`src/rtl/mips_dbg_pkg.sv`:
```
// Shared types for the MIPS run-and-dump debug sequencer.
package mips_dbg_pkg;

    typedef enum logic [2:0] {
        ST_IDLE     = 3'd0,
        ST_RUN      = 3'd1,
        ST_DUMP_REG = 3'd2,
        ST_DUMP_MEM = 3'd3,
        ST_DONE     = 3'd4
    } dbg_state_t;

    // Dump index width: wide enough to address the larger of the two dumped spaces.
    function automatic int DBG_IDX_W(input int reg_count, input int mem_depth);
        int w_reg;
        int w_mem;
        w_reg = $clog2(reg_count);
        w_mem = $clog2(mem_depth);
        if (w_reg < 1) begin
            w_reg = 1;
        end else begin
            w_reg = w_reg;
        end
        return (w_reg > w_mem) ? w_reg : w_mem;
    endfunction

endpackage

```
`src/rtl/mips_run_dump_ctrl_counter.sv`:
```
// Loadable down counter with zero and one detect, used for the remaining run length.
module dbg_down_counter #(
    parameter int W = 16
) (
    input  logic         clk,
    input  logic         rst_n,
    input  logic         i_load,
    input  logic [W-1:0] i_load_val,
    input  logic         i_dec,
    output logic         o_is_one,
    output logic         o_is_zero
);

    logic [W-1:0] r_count;

    // Load has priority; decrement saturates at zero.
    always_ff @(posedge clk or negedge rst_n) begin
        if (!rst_n) begin
            r_count <= '0;
        end else if (i_load) begin
            r_count <= i_load_val;
        end else if (i_dec && (r_count != '0)) begin
            r_count <= r_count - W'(1);
        end else begin
            r_count <= r_count;
        end
    end

    assign o_is_one  = (r_count == W'(1));
    assign o_is_zero = (r_count == '0);

endmodule

```
`src/rtl/mips_run_dump_ctrl.sv`:
```
// Runs the MIPS core for a programmed number of cycles, then streams out the
// register file and data memory as a valid/ready word sequence.
module mips_run_dump_ctrl
    import mips_dbg_pkg::*;
#(
    parameter int DATA_W    = 32,
    parameter int REG_COUNT = 32,
    parameter int MEM_DEPTH = 256,
    parameter int CYC_W     = 16
) (
    input  logic                                           clk,
    input  logic                                           rst_n,
    input  logic                                           start,
    input  logic [CYC_W-1:0]                               cycle_count,
    output logic                                           cpu_step_en,
    output logic [$clog2(REG_COUNT)-1:0]                   reg_rd_addr,
    input  logic [DATA_W-1:0]                              reg_rd_data,
    output logic [$clog2(MEM_DEPTH)-1:0]                   mem_rd_addr,
    input  logic [DATA_W-1:0]                              mem_rd_data,
    output logic                                           dump_valid,
    input  logic                                           dump_ready,
    output logic [DATA_W-1:0]                              dump_data,
    output logic                                           dump_is_mem,
    output logic [DBG_IDX_W(REG_COUNT, MEM_DEPTH)-1:0]     dump_addr,
    output logic                                           dump_last,
    output logic                                           busy,
    output logic                                           done
);

    localparam int IDX_W  = DBG_IDX_W(REG_COUNT, MEM_DEPTH);
    localparam int REG_AW = $clog2(REG_COUNT);
    localparam int MEM_AW = $clog2(MEM_DEPTH);
    localparam logic [IDX_W-1:0] REG_LAST = IDX_W'(REG_COUNT - 1);
    localparam logic [IDX_W-1:0] MEM_LAST = IDX_W'(MEM_DEPTH - 1);

    dbg_state_t       r_state;
    logic [IDX_W-1:0] r_idx;
    logic             r_step_en;
    logic             r_valid;
    logic             r_is_mem;
    logic             r_last;
    logic             r_busy;
    logic             r_done;

    logic w_cnt_load;
    logic w_cnt_dec;
    logic w_cnt_one;
    logic w_cnt_zero;

    assign w_cnt_load = (r_state == ST_IDLE) && start;
    assign w_cnt_dec  = (r_state == ST_RUN) && !w_cnt_zero;

    dbg_down_counter #(.W(CYC_W)) u_remaining (
        .clk        (clk),
        .rst_n      (rst_n),
        .i_load     (w_cnt_load),
        .i_load_val (cycle_count),
        .i_dec      (w_cnt_dec),
        .o_is_one   (w_cnt_one),
        .o_is_zero  (w_cnt_zero)
    );

    // Sequencer FSM; every visible control output is a register updated here.
    always_ff @(posedge clk or negedge rst_n) begin
        if (!rst_n) begin
            r_state   <= ST_IDLE;
            r_idx     <= '0;
            r_step_en <= 1'b0;
            r_valid   <= 1'b0;
            r_is_mem  <= 1'b0;
            r_last    <= 1'b0;
            r_busy    <= 1'b0;
            r_done    <= 1'b0;
        end else begin
            case (r_state)
                ST_IDLE: begin
                    r_done <= 1'b0;
                    if (start) begin
                        r_busy <= 1'b1;
                        r_idx  <= '0;
                        if (cycle_count != '0) begin
                            r_state   <= ST_RUN;
                            r_step_en <= 1'b1;
                        end else begin
                            r_state <= ST_DUMP_REG;
                            r_valid <= 1'b1;
                        end
                    end
                end
                ST_RUN: begin
                    // A zero count here can only come from corruption; leave RUN anyway.
                    if (w_cnt_one || w_cnt_zero) begin
                        r_state   <= ST_DUMP_REG;
                        r_step_en <= 1'b0;
                        r_valid   <= 1'b1;
                        r_idx     <= '0;
                    end
                end
                ST_DUMP_REG: begin
                    if (dump_ready) begin
                        if (r_idx == REG_LAST) begin
                            r_state  <= ST_DUMP_MEM;
                            r_idx    <= '0;
                            r_is_mem <= 1'b1;
                            r_last   <= (MEM_LAST == '0);
                        end else begin
                            r_idx <= r_idx + IDX_W'(1);
                        end
                    end
                end
                ST_DUMP_MEM: begin
                    if (dump_ready) begin
                        if (r_idx == MEM_LAST) begin
                            r_state  <= ST_DONE;
                            r_idx    <= '0;
                            r_valid  <= 1'b0;
                            r_is_mem <= 1'b0;
                            r_last   <= 1'b0;
                            r_done   <= 1'b1;
                        end else begin
                            r_idx  <= r_idx + IDX_W'(1);
                            r_last <= ((r_idx + IDX_W'(1)) == MEM_LAST);
                        end
                    end
                end
                ST_DONE: begin
                    r_state <= ST_IDLE;
                    r_done  <= 1'b0;
                    r_busy  <= 1'b0;
                end
                default: begin
                    r_state   <= ST_IDLE;
                    r_idx     <= '0;
                    r_step_en <= 1'b0;
                    r_valid   <= 1'b0;
                    r_is_mem  <= 1'b0;
                    r_last    <= 1'b0;
                    r_busy    <= 1'b0;
                    r_done    <= 1'b0;
                end
            endcase
        end
    end

    // Read data is combinational from the core, so the word mux cannot be registered.
    assign dump_data   = r_is_mem ? mem_rd_data : reg_rd_data;
    assign reg_rd_addr = (r_valid && !r_is_mem) ? r_idx[REG_AW-1:0] : '0;
    assign mem_rd_addr = (r_valid && r_is_mem) ? r_idx[MEM_AW-1:0] : '0;
    assign dump_addr   = r_idx;
    assign dump_valid  = r_valid;
    assign dump_is_mem = r_is_mem;
    assign dump_last   = r_last;
    assign cpu_step_en = r_step_en;
    assign busy        = r_busy;
    assign done        = r_done;

endmodule

```
`config.mk`:
```
export PLATFORM = sky130hd
export DESIGN_NAME = mips_run_dump_ctrl
export DESIGN_NICKNAME = d
export VERILOG_FILES = /design/src/rtl/mips_dbg_pkg.sv /design/src/rtl/mips_run_dump_ctrl_counter.sv /design/src/rtl/mips_run_dump_ctrl.sv
export SDC_FILE = /design/constraint.sdc
export NUM_CORES = 1
export LEC_CHECK = 0
export CORE_ASPECT_RATIO = 1.1
export CORE_MARGIN = 1
export CORE_UTILIZATION = 42
export DETAILED_ROUTE_END_ITERATION = 8
export PLACE_DENSITY = 0.83
export SYNTH_ARGS = -nofsm -noshare
export SYNTH_HDL_FRONTEND = slang
export SYNTH_SLANG_ARGS = --single-unit
```
`constraint.sdc`:
```
create_clock -name clk -period 3.1 [get_ports clk]
set_input_delay 0.62 -clock clk [delete_from_list [all_inputs] [get_ports clk]]
set_output_delay 0.62 -clock clk [all_outputs]
set_load 0.05 [all_outputs]
```
==> flow_results.org <==
** Clock network
- In this run, post-CTS repair resized a total of 0 instances.
- TritonCTS built the clock tree.
- Number of levels the H-tree was split into :: 2
- Maximum root-to-sink buffer count :: 2
- Number of CTS-inserted buffers :: 5
- After clock tree synthesis, the flow added hold-fix buffers numbering 0.
- Buffers added to address setup during post-CTS repair amount to 0.
- Counting every sink on the clock net gives 33.
- Clk_lat worst skew :: 0.29 ns
- Cell chosen for the clock root :: sky130_fd_sc_hd__clkbuf_8
- Clock-pin slew was measured on the worst setup and hold paths at 0.07 ns.

** Run status
- The run finished with clean final reports.

** STA
- Setup violations remaining at the end of the flow were counted as 0.
- The worst path in the final design needs a cycle of 2.40 ns, including I/O delays and setup.
- Derived from the worst setup path, the maximum achievable clock frequency is 417 MHz.
- Setup slack on the critical path of the routed design comes to 0.702 ns.
- Hold is met by 0.518 ns.
- Number of hold-slack violations in the final timing report :: 0
- Maximum clock skew at final layout :: 0.00770 ns
- Setup TNS :: 0 ns
- Setup repair after global routing missed its margin :: false
- The worst pin sits at a relative slew slack of 0.340.
- Final Max Tran Viols :: 0
- Final worst path period share :: 0.773
- Worst-Margin Slew :: 0.985 ns

** Floorplanning
- Initial cell density of the core :: 0.443
- The die covers 6480 µm².
- In this run the core area contains 29 standard-cell rows.
- The die is 84.3 µm tall.
- # IOs :: 143
- The floorplan step set the die width to 76.9 µm.
- In this run the standard cell core region covers 5840 µm².

** Power and ir drop
- Largest voltage drop on the vdd net :: 593 µV
- Cell Pwr Density :: 820 nW/µm²
- In this run the static leakage power is 0.00176 µW.

** Drt
- In the final routing, the length of wire on met1 measures 3340 µm.
- Via total after detailed routing :: 2910
- For this block, the routed nets add up to 8850 µm of wire.
- Number of DRC violations after detailed routing :: 0
- Detail-routed net length per standard cell :: 17.5 µm
- Number of optimization iterations in the first detailed-route pass :: 4
- After detailed routing, the met2 layer carries 4590 µm of wire.
- The detailed router finished its first iteration with 198 violations.
- Via/cell ratio :: 5.74
- Post-route antenna net violation count :: 0
- Wire segments on met3 add up to 828 µm in the final route.
- The highest metal layer carrying signal wires in the routed design is met4.

** Critical path
- WP buf/inv :: 0
- Cell type of the slowest stage on the worst timing path :: sky130_fd_sc_hd__a31oi_1
- Data arrives at the worst endpoint at 2.57 ns.
- The critical path in this run is classified as flip-flop to flip-flop.
- CP delay by family, top :: compound AO/OA/AOI/OAI gates
- The critical path goes through nor2_1 -> nand2_1 -> a31oi_1 -> nor3_2 -> mux2_2.
- CP max stage delay :: 0.83 ns
- Worst-path maximum fanout :: 11
- At the worst endpoint, the required time is 3.27 ns.
- The worst setup path is captured at a flip-flop.
- Crit start category :: flip-flop

** Finish
- Layout cell share with drive strength beyond 1 :: 0.240
- The area growth from synthesis to layout is 68.4%.
- Final core area utilization :: 0.746
- Sequential cell area in the final layout :: 826 µm²
- The layout has 432 filler cells.
- In the final design database the tool counted 517 nets.
- Multi-input gate area :: 1650 µm²
- Layout Cells excl Fill :: 507

** Logic synthesis
- By area the synthesized netlist is led by sky130_fd_sc_hd__dfrtp_1 (32%), sky130_fd_sc_hd__mux2_2 (15%), sky130_fd_sc_hd__nand2_1 (2.9%).
- Yosys cell types :: 51
- In this run, synthesis inferred 0 flip-flops with an integrated enable.
- Counting flops with an async set or reset pin after synthesis yields a share of 1.00.
- Count of synthesis-stage warnings from yosys :: 0
- The synthesized netlist occupies a cell area of 2590 µm².
- Largest family of logic cells by synthesized area :: simple AND/OR/NAND/NOR gates
- After synthesis the netlist holds a flip-flop and latch count of 33.
- Portion of the post-synthesis area used by sequential elements :: 0.319
- Of the total synthesized cell area, the portion taken by full adders, half adders and majority gates is 0.0193.
- Flip-flop cell with the highest count after synthesis :: sky130_fd_sc_hd__dfrtp_1
- Area share of the leading cell type in the synthesized netlist :: 0.319
- After technology mapping, the gate count stands at 295.
- Of the total synthesized cell area, the portion taken by XOR and XNOR cells is 0.0203.
- Multiplexer area fraction after synthesis :: 0.159
- sky130_fd_sc_hd__dfrtp_1 takes more of the synthesized area than any other cell.
- Compound-cell area share of the yosys netlist :: 0.173
- Net count after synthesis :: 383
- Of the total synthesized cell area, the portion taken by AND, OR, NAND and NOR gates is 0.263.
- After synthesis, the mean cell area works out to 8.78 µm².

** Global routing
- Pin count of the biggest net entering global routing :: 34
- Antenna violations before repair :: 0
- Total overflow reported by the global router :: 0
- Overall global routing resource usage :: 0.276
- Wire length of the first global-routing pass :: 14100 µm
- The via count of the first global-routing pass is 2697.

** Placed design
- Timing analysis after detailed placement gives a worst setup slack of 0.530 ns.
- Detailed placement HPWL :: 7010 µm
- At the end of routability-driven placement, the weighted congestion stood at 0.945.
- In this run the tool buffered the top-level ports with 142 buffer cells.
- In this run, placement finished with an instance count of 499.

** Worst hold path
- Min-Delay Path Class :: flip-flop to flip-flop

** Flow run
- Across the run, the number of max-cap violations was 0.
-- worst register-to-register path, delay by kind of cell, from the launching register on --
family          cells  cell delay, ns
flops               1            0.48
compound gates      1            0.83
mux                 1            0.31
simple gates        3            0.67
-- metal layers --
| layer | global-route usage | vias to the layer above |
|---|---|---|
| met4 | 0.0664 | 0 |
| li1 | - | 1380 |
| met3 | 0.0783 | 11 |
| met1 | 0.327 | 1369 |
| met5 | 0 | - |
| met2 | 0.489 | 150 |
-- area by class of cell --
type	count	area share
clock buffer	7	0.0198
timing repair buffer	146	0.381
antenna	1	0.000574
multi-input combinational	233	0.378
inverter	10	0.00861
tap	77	0.0221
sequential	33	0.189
-- cells in the mapped netlist (2+ instances only) --
| library cell | number |
|---|---|
| sky130_fd_sc_hd__mux2_2 | 34 |
| sky130_fd_sc_hd__dfrtp_1 | 33 |
| sky130_fd_sc_hd__nand2_1 | 20 |
| sky130_fd_sc_hd__nor2_1 | 18 |
| sky130_fd_sc_hd__o21ai_0 | 13 |
| sky130_fd_sc_hd__a21oi_1 | 12 |
| sky130_fd_sc_hd__nor3_1 | 12 |
| sky130_fd_sc_hd__clkbuf_1 | 11 |
| sky130_fd_sc_hd__inv_1 | 10 |
| sky130_fd_sc_hd__nand3_1 | 10 |
| sky130_fd_sc_hd__and3_1 | 9 |
| sky130_fd_sc_hd__nor4_1 | 9 |
| sky130_fd_sc_hd__and2_1 | 8 |
| sky130_fd_sc_hd__buf_2 | 7 |
| sky130_fd_sc_hd__a31oi_1 | 6 |
| sky130_fd_sc_hd__nand4_1 | 6 |
| sky130_fd_sc_hd__o31ai_1 | 6 |
| sky130_fd_sc_hd__or3_1 | 6 |
| sky130_fd_sc_hd__a221o_1 | 5 |
| sky130_fd_sc_hd__xnor2_1 | 5 |
| sky130_fd_sc_hd__ha_1 | 4 |
| sky130_fd_sc_hd__nand2b_1 | 4 |
| sky130_fd_sc_hd__o221a_2 | 4 |
| sky130_fd_sc_hd__o22ai_1 | 4 |
| sky130_fd_sc_hd__or4_1 | 4 |
| sky130_fd_sc_hd__a21o_1 | 3 |
| sky130_fd_sc_hd__mux2i_1 | 3 |
| sky130_fd_sc_hd__nor3b_1 | 3 |
| sky130_fd_sc_hd__nor2b_1 | 2 |
| sky130_fd_sc_hd__o21ai_1 | 2 |
| sky130_fd_sc_hd__o311ai_0 | 2 |
-- logic make-up after synthesis --
kind of cell               after synthesis
muxes                                   37
AOI/OAI and AO/OA                       65
buffers and inverters                   29
adders and majority gates                4
DFF                                     33
and+or+nand+nor                        121
xor gates and xnor gates                 6
-- registers in the layout, indices dropped and copies added, names as in the netlist --
register             count
busy                     1
cpu_step_en              1
done                     1
dump_addr                8
dump_is_mem              1
dump_last                1
dump_valid               1
r_state                  3
u_remaining.r_count     16
-- cell usage in the layout (no fill, tap or decap), drive strengths merged, types with 7 or more instances in the layout --
master / count
buf: 50
clkbuf: 7
and2: 8
mux2: 34
nand2: 21
nor2: 19
a21oi: 12
nor3: 13
nand3: 10
inv: 10
and3: 9
o21ai: 15
a31oi: 7
clkdlybuf4s50: 96
nor4: 11
dfrtp: 33
-- where the power goes --
group          internal [µW]  switching [µW]  leakage, µW
logic                   1060            1310      0.00131
clock network            176             152    0.0000443
registers                591             288     0.000404
-- metrics by stage --
step	instance area (µm²)	power (µW)
global route	4360	3750
detailed placement	4270	3240
finish	4360	3580
CTS	4360	3580
global placement	4270	3210
floorplan	2590	2260
-- worst paths after layout --
path	from	to	slack, ns	cells after the start
worst min-delay path	u_remaining.r_count[12]	u_remaining.r_count[12]	0.52	1
worst min register to register	u_remaining.r_count[12]	u_remaining.r_count[12]	0.52	1
worst max-delay path	r_state[1]	dump_valid	0.70	5
min in group asynchronous	rst_n	u_remaining.r_count[8]	0.73	2
max in group asynchronous	rst_n	dump_addr[4]	2.05	2
worst max register to register	r_state[1]	dump_valid	0.70	5
(Power assumes the default switching activity.)
